==> config.mk <==
export PLATFORM = sky130hd
export DESIGN_NAME = tm_input_sequencer
export DESIGN_NICKNAME = d
export VERILOG_FILES = /design/src/rtl/tm_pkg.sv /design/src/rtl/tm_press_timer.sv /design/src/rtl/tm_input_sequencer.sv
export SDC_FILE = /design/constraint.sdc
export NUM_CORES = 1
export LEC_CHECK = 0
export ABC_AREA = 1
export BUFFER_PORTS_ARGS = -buffer_cell sky130_fd_sc_hd__buf_2
export CAP_MARGIN = 25
export CORE_MARGIN = 3
export CORE_UTILIZATION = 30
export DETAILED_ROUTE_END_ITERATION = 8
export PLACE_DENSITY_LB_ADDON = 0.2
export SETUP_SLACK_MARGIN = 0.2
export SLEW_MARGIN = 5
export SYNTH_ARGS = -nofsm -noshare
export SYNTH_HDL_FRONTEND = slang
export SYNTH_SLANG_ARGS = --single-unit
export TNS_END_PERCENT = 1
==> constraint.sdc <==
create_clock -name clock -period 1.9 [get_ports clock]
set_input_delay 0.19 -clock clock [delete_from_list [all_inputs] [get_ports clock]]
set_output_delay 0.19 -clock clock [all_outputs]
set_load 0.005 [all_outputs]
==> src/rtl/tm_pkg.sv <==
// Shared types for the Turing machine input sequencer and the machine itself.
// The state and phase encodings are kept explicit so both sides agree on them.
package tm_pkg;

  localparam int TM_DATA_W = 6;

  typedef enum logic [3:0] {
    ST_IDLE   = 4'd0,
    ST_FETCH  = 4'd1,
    ST_SETUP  = 4'd2,
    ST_PRESS  = 4'd3,
    ST_GAP    = 4'd4,
    ST_DPRESS = 4'd5,
    ST_DGAP   = 4'd6,
    ST_STEP   = 4'd7,
    ST_SGAP   = 4'd8,
    ST_FINISH = 4'd9
  } seq_state_t;

  typedef enum logic [1:0] {
    PH_PROG = 2'd0,
    PH_TAPE = 2'd1,
    PH_RUN  = 2'd2
  } seq_phase_t;

  function automatic int max_of4(input int a, input int b, input int c, input int d);
    int m;
    m = a;
    if (b > m) m = b;
    if (c > m) m = c;
    if (d > m) m = d;
    return m;
  endfunction

  function automatic int timer_width(input int max_val);
    return (max_val < 2) ? 1 : $clog2(max_val + 1);
  endfunction

endpackage

==> src/rtl/tm_press_timer.sv <==
// Load/count/expire down-counter shared by every timed sequencer state.
// A load value of 0 behaves like 1 so a state always lasts at least one cycle.
module tm_press_timer
  import tm_pkg::*;
#(
  parameter int W = 3
) (
  input  logic         clock,
  input  logic         reset,
  input  logic         load,
  input  logic [W-1:0] load_val,
  output logic         expired
);

  logic [W-1:0] count;

  always_ff @(posedge clock) begin
    if (reset) begin
      count <= '0;
    end else if (load) begin
      count <= (load_val == '0) ? '0 : load_val - 1'b1;
    end else if (count != '0) begin
      count <= count - 1'b1;
    end
  end

  assign expired = (count == '0);

endmodule

==> src/rtl/tm_input_sequencer.sv <==
// Replays a stored program and tape image through the Turing machine's
// input_data/Next/Done button protocol, then steps the machine until it halts.
//
// state  | meaning
// IDLE   | waiting for start
// FETCH  | address stable, then capture mem_data into input_data
// SETUP  | word held before the Next press
// PRESS  | Next high
// GAP    | Next low after a load press
// DPRESS | Done high (end of program or tape)
// DGAP   | Done low after a Done press
// STEP   | Next high in the run phase
// SGAP   | Next low between run-phase presses
// FINISH | machine halted or step limit reached
module tm_input_sequencer
  import tm_pkg::*;
#(
  parameter int DATA_W    = TM_DATA_W,
  parameter int ADDR_W    = 7,
  parameter int SETUP_CYC = 3,
  parameter int PULSE_CYC = 2,
  parameter int GAP_CYC   = 2,
  parameter int STEP_GAP  = 5,
  parameter int MAX_STEPS = 255
) (
  input  logic              clock,
  input  logic              reset,
  input  logic              start,
  input  logic [ADDR_W-1:0] prog_len,
  input  logic [ADDR_W-1:0] tape_len,
  output logic [ADDR_W-1:0] mem_addr,
  input  logic [DATA_W-1:0] mem_data,
  input  logic              Compute_done,
  output logic [DATA_W-1:0] input_data,
  output logic              Next,
  output logic              Done,
  output logic              busy,
  output logic              finished,
  output logic              timeout,
  output logic [7:0]        step_count
);

  localparam logic [3:0] S_IDLE   = ST_IDLE;
  localparam logic [3:0] S_FETCH  = ST_FETCH;
  localparam logic [3:0] S_SETUP  = ST_SETUP;
  localparam logic [3:0] S_PRESS  = ST_PRESS;
  localparam logic [3:0] S_GAP    = ST_GAP;
  localparam logic [3:0] S_DPRESS = ST_DPRESS;
  localparam logic [3:0] S_DGAP   = ST_DGAP;
  localparam logic [3:0] S_STEP   = ST_STEP;
  localparam logic [3:0] S_SGAP   = ST_SGAP;
  localparam logic [3:0] S_FINISH = ST_FINISH;

  localparam int TMAX = max_of4(SETUP_CYC, PULSE_CYC, GAP_CYC, STEP_GAP);
  localparam int TW   = timer_width(TMAX);

  localparam logic [TW-1:0] T_SETUP = TW'(SETUP_CYC);
  localparam logic [TW-1:0] T_PULSE = TW'(PULSE_CYC);
  localparam logic [TW-1:0] T_GAP   = TW'(GAP_CYC);
  localparam logic [TW-1:0] T_SGAP  = TW'(STEP_GAP);
  localparam logic [TW-1:0] T_ONE   = TW'(1);

  logic [3:0]        state, state_n;
  seq_phase_t        phase;
  logic [ADDR_W-1:0] addr, word_cnt, prog_q, tape_q, cur_len;
  logic              fetch_d, last_word, limit_hit;
  logic              tmr_load, expired;
  logic [TW-1:0]     tmr_val;

  assign cur_len   = (phase == PH_PROG) ? prog_q : tape_q;
  assign last_word = ((word_cnt + 1'b1) == cur_len);
  assign limit_hit = (MAX_STEPS != 0) && (step_count == 8'(MAX_STEPS));

  always_comb begin
    state_n = state;
    case (state)
      S_IDLE, S_FINISH:
        if (start) state_n = (prog_len == '0) ? S_DPRESS : S_FETCH;
      S_FETCH:  if (fetch_d) state_n = S_SETUP;
      S_SETUP:  if (expired) state_n = S_PRESS;
      S_PRESS:  if (expired) state_n = S_GAP;
      S_GAP:    if (expired) state_n = last_word ? S_DPRESS : S_FETCH;
      S_DPRESS: if (expired) state_n = S_DGAP;
      S_DGAP:
        if (expired) begin
          if (phase == PH_PROG) state_n = (tape_q == '0) ? S_DPRESS : S_FETCH;
          else                  state_n = Compute_done ? S_FINISH : S_STEP;
        end
      S_STEP:   if (expired) state_n = S_SGAP;
      S_SGAP:   if (expired) state_n = (Compute_done || limit_hit) ? S_FINISH : S_STEP;
      default:  state_n = S_IDLE;
    endcase
  end

  // Every transition changes state, so a state change is the timer load strobe.
  always_comb begin
    tmr_load = (state_n != state);
    tmr_val  = T_ONE;
    case (state_n)
      S_SETUP:                   tmr_val = T_SETUP;
      S_PRESS, S_DPRESS, S_STEP: tmr_val = T_PULSE;
      S_GAP, S_DGAP:             tmr_val = T_GAP;
      S_SGAP:                    tmr_val = T_SGAP;
      default:                   tmr_val = T_ONE;
    endcase
  end

  tm_press_timer #(.W(TW)) u_timer (
    .clock    (clock),
    .reset    (reset),
    .load     (tmr_load),
    .load_val (tmr_val),
    .expired  (expired)
  );

  always_ff @(posedge clock) begin
    if (reset) begin
      state      <= S_IDLE;
      phase      <= PH_PROG;
      addr       <= '0;
      word_cnt   <= '0;
      prog_q     <= '0;
      tape_q     <= '0;
      fetch_d    <= 1'b0;
      input_data <= '0;
      step_count <= '0;
      timeout    <= 1'b0;
    end else begin
      state   <= state_n;
      fetch_d <= (state == S_FETCH) && !fetch_d;
      if (state_n == S_STEP && state != S_STEP && step_count != 8'hFF)
        step_count <= step_count + 8'd1;
      if (state == S_SGAP && expired && !Compute_done && limit_hit)
        timeout <= 1'b1;
      case (state)
        S_IDLE, S_FINISH:
          if (start) begin
            prog_q     <= prog_len;
            tape_q     <= tape_len;
            addr       <= '0;
            word_cnt   <= '0;
            phase      <= PH_PROG;
            step_count <= '0;
            timeout    <= 1'b0;
          end
        S_FETCH: if (fetch_d) input_data <= mem_data;
        S_GAP:
          if (expired) begin
            addr     <= addr + 1'b1;
            word_cnt <= word_cnt + 1'b1;
          end
        S_DGAP:
          if (expired) begin
            if (phase == PH_PROG) begin
              phase    <= PH_TAPE;
              addr     <= prog_q;
              word_cnt <= '0;
            end else begin
              phase      <= PH_RUN;
              input_data <= '0;
            end
          end
        default: ;
      endcase
    end
  end

  assign mem_addr = addr;
  assign Next     = (state == S_PRESS) || (state == S_STEP);
  assign Done     = (state == S_DPRESS);
  assign busy     = (state != S_IDLE) && (state != S_FINISH);
  assign finished = (state == S_FINISH);

endmodule

==> impl_results.md, run 1 <==
* HP Class: input pin to flip-flop
* Switching power at between 1 and 1.5 mW
* Total Die Area at ~11000 sq um
* Sequential power share at 40.2%
* Top-area cell type share of the netlist area at 34.6%
* Syn_nets at 501
* FFs w/ async S/R, synth at 0%
* Post-DP Area at ~3800 sq um
* Cell with the most instances after synthesis: nand2_1
* Area Growth Syn to Fin at 34.1%
* Die width at 107 um
* GRT Util Overall at about 16%
* Post-synth EDFFs at 0
* Final hold violations at 0
* Routed wire per std cell at 12.7 um
* Max-Cap Viols at 0
* Detail Route met2 WL at 3960 um
* IO buf count at between 40 and 50
* Sequence of cells on the critical path: inv_2 > ha_4 > inv_2 > nor2_4 > inv_2 > buf_4 > a211oi_2 > buf_4 > nand2_2 > nand2_2 > nor2_4 > nand2_4 > inv_6 > o21ai_1 > nor2_1
* CTS Buf Count at 5
* # clock sinks at between 50 and 60
* RSZ-0062 raised after global routing: yes
* CTS tree: yes
* CP Data Required Time at around 2100 ps
* Die height at 107 um
* Reg2Reg Capture Point: step_count[7]$_SDFF_PP0_
* Main synth FF type: dfxtp_1
* Fmax at between 0.5 and 0.6 GHz
* Worst path arrival time at ~2200 ps
* Crit Reg-Reg Startpoint: u_timer.count[0]$_SDFFE_PP0P_
* Footprint of the multi-input gates at between 1500 and 2000 sq um
* Starting density of the core at a little over 30%
* Hold Path Depth at 3
* Cell Rows at 36
* Met1 Wirelength at ~4400 um
* Max clock buf depth at 2
* Top layer in use: met4
* Final setup margin at -66.7 ps
* Yosys Warn Count at 0
* Most Frequent Cell on Critical Path: inv_2
* Drt first pass iters at 4
* # nets final at just under 600
* GRT Residual Overflow at 0
* Pint at around 2.1 mW
* Power Density at roughly 800 nW/um^2
* FF+latch count, synth at 53
* Hold Path Sink: tape_q[6]$_SDFFE_PP0P_
* Drt drc at 0
* Failing checks: negative setup slack
* GPL Wtd Cong at slightly below 0.9
* Synth cell types at 40
* Via count at 3297
* # setup viols final at 10
* Sequential share of the synthesized area at between 30% and 40%
* Tcrit/Tclk final at 104%
* I/O Pins at 50
* CTS Hold Bufs at 0
* Status: complete, but fails checks
* Synth cell count leaders: 96 x nand2_1, 63 x nor2_1, 61 x inv_1
* Cells after Synth at 470
* First-pass GRT wire length at around 14000 um
* Clock power share at between 20% and 30%
* Final instance area at roughly 4000 sq um
* Initial DRC Count at roughly 180
* Fillers at between 1000 and 1500
* Vias per cell at 4.72
* CP Capture Type: flip-flop
* Diodes inserted at 0
* Met3 wire len at 401 um
* Reg area at ~1100 sq um
* Reg2Reg Depth at 15
* Mapped cell area at roughly 3100 sq um
* Worst Min Path Start: tape_len[6]
* CTS root buffer: clkbuf_8
* Worst setup path class: flip-flop to flip-flop
* Clock Pin Slew Worst Setup and Hold Paths at 110 ps
* Clk_skew at ~13 ps
* Core area at slightly below 10000 sq um
* VDD IR max at between 0.0003 and 0.0004 V
* Crit start category: flip-flop
* Tmin final at 1970 ps
* WL final at a little under 9000 um
* Synth top area cells: dfxtp_1 35%, nand2_1 12%, nor2_1 7.7%, inv_1 7.5%, nand3_1 6.7%
* Reg2Reg Setup Slack at -70 ps
* Synth area leader: dfxtp_1
* Layout cell share with drive strength beyond 1 at about a third
* Worst path slowest cell: dfxtp_2
* HPWL after DPL at roughly 6700 um
* Final ANT Viol Nets at 0
* Antenna violations before repair at 0
* Clock Latency Late Sink at 320 ps
* Switching share of power at 37.4%
* CTS H-tree lvls at 2
* Combinational power share at between 30% and 40%
* DP Worst Slack at -121 ps
* Vias in the first global route at roughly 3100
* Final Max Slew Viols at 0
* Max FO, Critical Path at 7
* Pleak at roughly 1.9 nW
* Largest net degree at the start of global routing at 28
* Slowest stage delay, CP at roughly 340 ps
* Avg Inst Size Synth at between 6 and 7 sq um
cell families (layout without fill, tap and decap cells):
logic type | count (synthesis) | after routing | share of synthesized area [%]
AO/OA/AOI/OAI | 93 | 93 | 17.2
XOR/XNOR | 5 | 5 | 1.43
adder cells (fa/ha/maj) | 7 | 7 | 2.86
buffers and inverters | 80 | 175 | 10.7
flip-flops | 53 | 53 | 34.6
other | 2 | 2 | 0.245
AND/OR/NAND/NOR | 230 | 230 | 32.9
routing by layer:
metal	GRT usage, %	vias to the layer above
met3	2.89	15
met4	4.38	0
met1	21.3	1509
met5	0	-
met2	24.9	62
li1	-	1711
critical path, delay by kind of cell (launching register included):
kind,cells,cell delay (ps)
AO/OA/AOI/OAI,2,280
adder cells (fa/ha/maj),1,130
flip-flops,1,340
AND/OR/NAND/NOR,6,570
buffers and inverters,6,540
what timing repair did:
action | in CTS | in global routing
cloned | 1 | 0
pin swaps | 15 | 17
gates resized for setup | 22 | 26
endpoints found under the setup margin | 28 | 40
setup buffers | 5 | 3
sequential cells by signal, indices dropped and copies added (netlist names):
signal         count
state              4
input_data         6
phase              2
u_timer.count      3
word_cnt           7
mem_addr           7
prog_q             7
step_count         8
fetch_d            1
tape_q             7
timeout            1
final cells by class:
| class | count | area share [%] |
|---|---|---|
| Multi-Input combinational cell | 337 | 45.7 |
| Sequential cell | 53 | 26.2 |
| Timing Repair Buffer | 97 | 15.0 |
| Inverter | 69 | 6.49 |
| Tap cell | 133 | 4.05 |
| Clock buffer | 5 | 1.68 |
| Clock inverter | 3 | 0.609 |
| Timing Repair inverter | 1 | 0.213 |
power by group through the flow:
stage	sequential (mW)	clock, mW	combinational (mW)
2_1_floorplan	1.33	0	0.727
3_3_place_gp	1.35	0	1.11
3_5_place_dp	1.35	0	1.13
4_1_cts	1.33	0.715	1.19
5_1_grt	1.35	0.764	1.45
6_report	1.33	0.689	1.29
through the flow:
step / hold WS [ps] / setup TNS (ps) / total power [mW] / utilization (%) / instances
finish: 116 / -468 / 3.31 / 41.6 / 698
global route: 131 / -2460 / 3.56 / 41.6 / 698
CTS: 110 / -272 / 3.24 / 40.4 / 695
detailed placement: 450 / -768 / 2.48 / 38.4 / 681
global placement: 450 / -410 / 2.46 / 38.4 / 681
floorplan: 261 / 0 / 2.06 / - / 470
layout by cell type (no fill, tap or decap), drive strengths merged, types with 5 or more instances in the layout:
| cell type | n |
|---|---|
| nand3 | 42 |
| buf | 97 |
| inv | 72 |
| nor3 | 7 |
| clkbuf | 5 |
| a31oi | 5 |
| nand2 | 103 |
| o21ai | 36 |
| ha | 7 |
| nor2 | 69 |
| a211oi | 7 |
| a21oi | 35 |
| dfxtp | 53 |
how the worst max path moves through the flow:
stage                     cells past startpoint                     startpoint  slack [ps]                  endpoint
after floorplan                              16  u_timer.count[0]$_SDFFE_PP0P_         130  step_count[7]$_SDFF_PP0_
after global placement                       17       word_cnt[1]$_SDFFE_PP0P_         -70  step_count[7]$_SDFF_PP0_
after detailed placement                     16       word_cnt[1]$_SDFFE_PP0P_        -120  step_count[3]$_SDFF_PP0_
after CTS                                    15  u_timer.count[0]$_SDFFE_PP0P_         -50  step_count[7]$_SDFF_PP0_
after global routing                         16       word_cnt[1]$_SDFFE_PP0P_        -200  step_count[2]$_SDFF_PP0_
final                                        15  u_timer.count[0]$_SDFFE_PP0P_         -70  step_count[7]$_SDFF_PP0_
Note: power is estimated with default switching activity, not from simulation.
==> inputs of run 2 (changes only) <==
--- a/config.mk
+++ b/config.mk
@@ -12,8 +12,9 @@
 export CORE_UTILIZATION = 30
 export DETAILED_ROUTE_END_ITERATION = 8
 export PLACE_DENSITY_LB_ADDON = 0.2
+export REMOVE_ABC_BUFFERS = 1
 export SETUP_SLACK_MARGIN = 0.2
-export SLEW_MARGIN = 5
+export SLEW_MARGIN = 30
 export SYNTH_ARGS = -nofsm -noshare
 export SYNTH_HDL_FRONTEND = slang
 export SYNTH_SLANG_ARGS = --single-unit
==> run 2 against run 1 <==
  * The flow still finishes with violations (negative setup slack)
  * Maximum frequency up 3.2%
  * First-iteration DRC count up 1.1%
  * Total power up 1.5%
  * Sequential power about the same
  * Critical path type unchanged
  * Non-clock buffer count up 15
  * Global-route usage up 0.21 points
  * Core utilization up 1.7 points
  * Critical path depth down 1
  * Clock skew down 1.7 ps
==> impl_results.md, run 2 (synthesized netlist as in run 1, its figures left out) <==
* Initial DRC Count at 184 (was 182)
* WL final at 8900 um (was 8870 um)
* Reg2Reg Setup Slack at -6 ps (was -70 ps)
* Drt drc at 0 (unchanged)
* Dpl cells at 696 (was 681)
* HP Class: input pin to flip-flop (unchanged)
* Slowest stage delay, CP at 380 ps (was 340 ps)
* Switching power at 1.25 mW (was 1.24 mW)
* Max clock buf depth at 2 (unchanged)
* Crit start category: flip-flop (unchanged)
* Core area at 9860 sq um (unchanged)
* Final Max Slew Viols at 0 (unchanged)
* Clk_skew at 11.3 ps (was 13.0 ps)
* Vias in the first global route at 3135 (was 3103)
* Fillers at 1022 (was 1050)
* Non-filler cells, final at 713 (was 698)
* Area Growth Syn to Fin at 39.7% (was 34.1%)
* Worst setup path class: flip-flop to flip-flop (unchanged)
* CTS root buffer: clkbuf_8 (unchanged)
* Tcrit/Tclk final at 100% (was 104%)
* Most Frequent Cell on Critical Path: nor2_1 (was inv_2)
* Fmax at 0.525 GHz (was 0.508 GHz)
* Clock Latency Late Sink at 320 ps (about the same)
* CP Data Required Time at 2130 ps (was 2120 ps)
* Max-Cap Viols at 0 (unchanged)
* Die width at 107 um (unchanged)
* CP Capture Type: flip-flop (unchanged)
* Pint at 2.11 mW (was 2.07 mW)
* Sequence of cells on the critical path: inv_2 > nand2_1 > buf_4 > nor2_1 > inv_2 > buf_4 > nor2_1 > nand3_2 > nand4_4 > nand2_4 > clkinv_4 > nand3_1 > nand2_1 > nor2_1 (was inv_2 > ha_4 > inv_2 > nor2_4 > inv_2 > buf_4 > a211oi_2 > buf_4 > nand2_2 > nand2_2 > nor2_4 > nand2_4 > inv_6 > o21ai_1 > nor2_1)
* Final setup margin at -5.56 ps (was -66.7 ps)
* Reg2Reg Capture Point: step_count[6]$_SDFF_PP0_ (was step_count[7]$_SDFF_PP0_)
* Clock Pin Slew Worst Setup and Hold Paths at 110 ps (about the same)
* Largest net degree at the start of global routing at 28 (unchanged)
* Status: complete, but fails checks (unchanged)
* IO buf count at 49 (unchanged)
* Combinational power share at 38.8% (was 39.0%)
* # setup viols final at 3 (was 10)
* CTS tree: yes (unchanged)
* Tmin final at 1910 ps (was 1970 ps)
* HPWL after DPL at 6750 um (about the same)
* GPL Wtd Cong at 0.835 (was 0.894)
* Routed wire per std cell at 12.5 um (was 12.7 um)
* Hold Path Sink: tape_q[5]$_SDFFE_PP0P_ (was tape_q[6]$_SDFFE_PP0P_)
* Final TNS setup at -8.61 ps (was -468 ps)
* Layout cell share with drive strength beyond 1 at 35.7% (was 32.4%)
* Drt first pass iters at 4 (unchanged)
* Starting density of the core at 31.1% (unchanged)
* # nets final at 610 (was 595)
* Antenna violations before repair at 0 (unchanged)
* Via count at 3342 (was 3297)
* Worst path slowest cell: dfxtp_4 (was dfxtp_2)
* I/O Pins at 50 (unchanged)
* First-pass GRT wire length at 14700 um (was 14500 um)
* Worst Min Path Start: tape_len[5] (was tape_len[6])
* Max FFs per register at 8 (unchanged)
* Switching share of power at 37.2% (was 37.4%)
* CTS H-tree lvls at 2 (unchanged)
* # clock sinks at 53 (unchanged)
* Vias per cell at 4.69 (was 4.72)
* Cell Rows at 36 (unchanged)
* RSZ-0062 raised after global routing: yes (unchanged)
* Total Die Area at 11500 sq um (unchanged)
* GRT Residual Overflow at 0 (unchanged)
* Hold Path Depth at 3 (unchanged)
* Final ANT Viol Nets at 0 (unchanged)
* Hold_ws at 126 ps (was 116 ps)
* Total power at 3.36 mW (was 3.31 mW)
* CTS Buf Count at 5 (unchanged)
* DP Worst Slack at -169 ps (was -121 ps)
* Diodes inserted at 0 (unchanged)
* Reg2Reg Depth at 14 (was 15)
* GRT Util Overall at 15.8% (was 15.6%)
* Max FO, Critical Path at 7 (unchanged)
* Largest Register: step_count (unchanged)
* Commonest non-fill, non-tap cells in the layout: 84 x nand2_1, 58 x buf_4, 52 x nor2_1, 50 x inv_1, 49 x buf_2 (was 89 x nand2_1, 56 x nor2_1, 52 x inv_1, 49 x buf_2, 45 x buf_4)
* VDD IR max at 0.000262 V (was 0.000359 V)
* Clock power share at 21.6% (was 20.8%)
* Most common cell after layout, fill and taps aside: nand2_1 (unchanged)
* Power Density at 785 nW/um^2 (was 806 nW/um^2)
* Die height at 107 um (unchanged)
* Pleak at 2.01 nW (was 1.93 nW)
* Final hold violations at 0 (unchanged)
* Sequential power share at 39.6% (was 40.2%)
* Crit Reg-Reg Startpoint: state[3]$_SDFF_PP0_ (was u_timer.count[0]$_SDFFE_PP0P_)
* Failing checks: negative setup slack (unchanged)
* Worst path arrival time at 2130 ps (was 2190 ps)
-- run 2: layout make-up --
class	count	area [sq um]	share of cell area (%)
multi-input combinational	337	1900	44.4
timing repair buffer	112	754	17.6
clock inverter	2	17.5	0.409
inverter	69	275	6.43
tap	133	166	3.89
clock buffer	6	82.6	1.93
timing repair inverter	1	6.26	0.146
sequential	53	1080	25.2
-- run 2: worst max-delay path, delay by kind of cell (launching register included) --
kind / cells / cell delay [ps]
and+or+nand+nor: 9 / 900
buffers and inverters: 5 / 530
DFF: 1 / 380
-- run 2: stage by stage --
stage          instance area, sq um  utilization (%)
2_1_floorplan                  3000                -
3_3_place_gp                   3840             38.9
3_5_place_dp                   3840             38.9
4_1_cts                        4100             41.5
5_1_grt                        4280             43.4
6_report                       4280             43.4
-- run 2: per-layer routing --
| layer | GRT usage [%] | up-vias | part of all wire [%] |
|---|---|---|---|
| li1 | - | 1745 | - |
| met1 | 21.5 | 1523 | 49 |
| met2 | 25.2 | 65 | 45 |
| met3 | 2.83 | 9 | 3.7 |
| met4 | 4.93 | 0 | 1.3 |
| met5 | 0 | - | 0 |
-- run 2: worst max path at each step --
stage / startpoint / end / slack (ps) / depth (start not counted)
finish: state[3]$_SDFF_PP0_ / step_count[6]$_SDFF_PP0_ / -6 / 14
CTS: state[3]$_SDFF_PP0_ / step_count[3]$_SDFF_PP0_ / -60 / 17
floorplan: u_timer.count[0]$_SDFFE_PP0P_ / step_count[7]$_SDFF_PP0_ / -350 / 15
global route: u_timer.count[1]$_SDFFE_PP0P_ / step_count[6]$_SDFF_PP0_ / -140 / 16
detailed placement: state[3]$_SDFF_PP0_ / step_count[6]$_SDFF_PP0_ / -170 / 17
global placement: state[3]$_SDFF_PP0_ / step_count[6]$_SDFF_PP0_ / -170 / 17
-- run 2: repair_timing --
action | CTS | global route
pin swaps | 16 | 25
buffers inserted | 5 | 3
hold buffers | 0 | 0
gates resized for setup | 41 | 49
setup endpoints to repair | 28 | 45
gates cloned | 1 | 0
endpoints found under the hold margin | 0 | 0
-- run 2: power groups by stage --
stage               combinational (mW)  clock (mW)  sequential [mW]
finish                            1.30       0.726             1.33
global route                      1.46       0.794             1.35
CTS                               1.18       0.757             1.32
detailed placement                1.09           0             1.34
global placement                  1.08           0             1.34
floorplan                        0.624           0             1.33
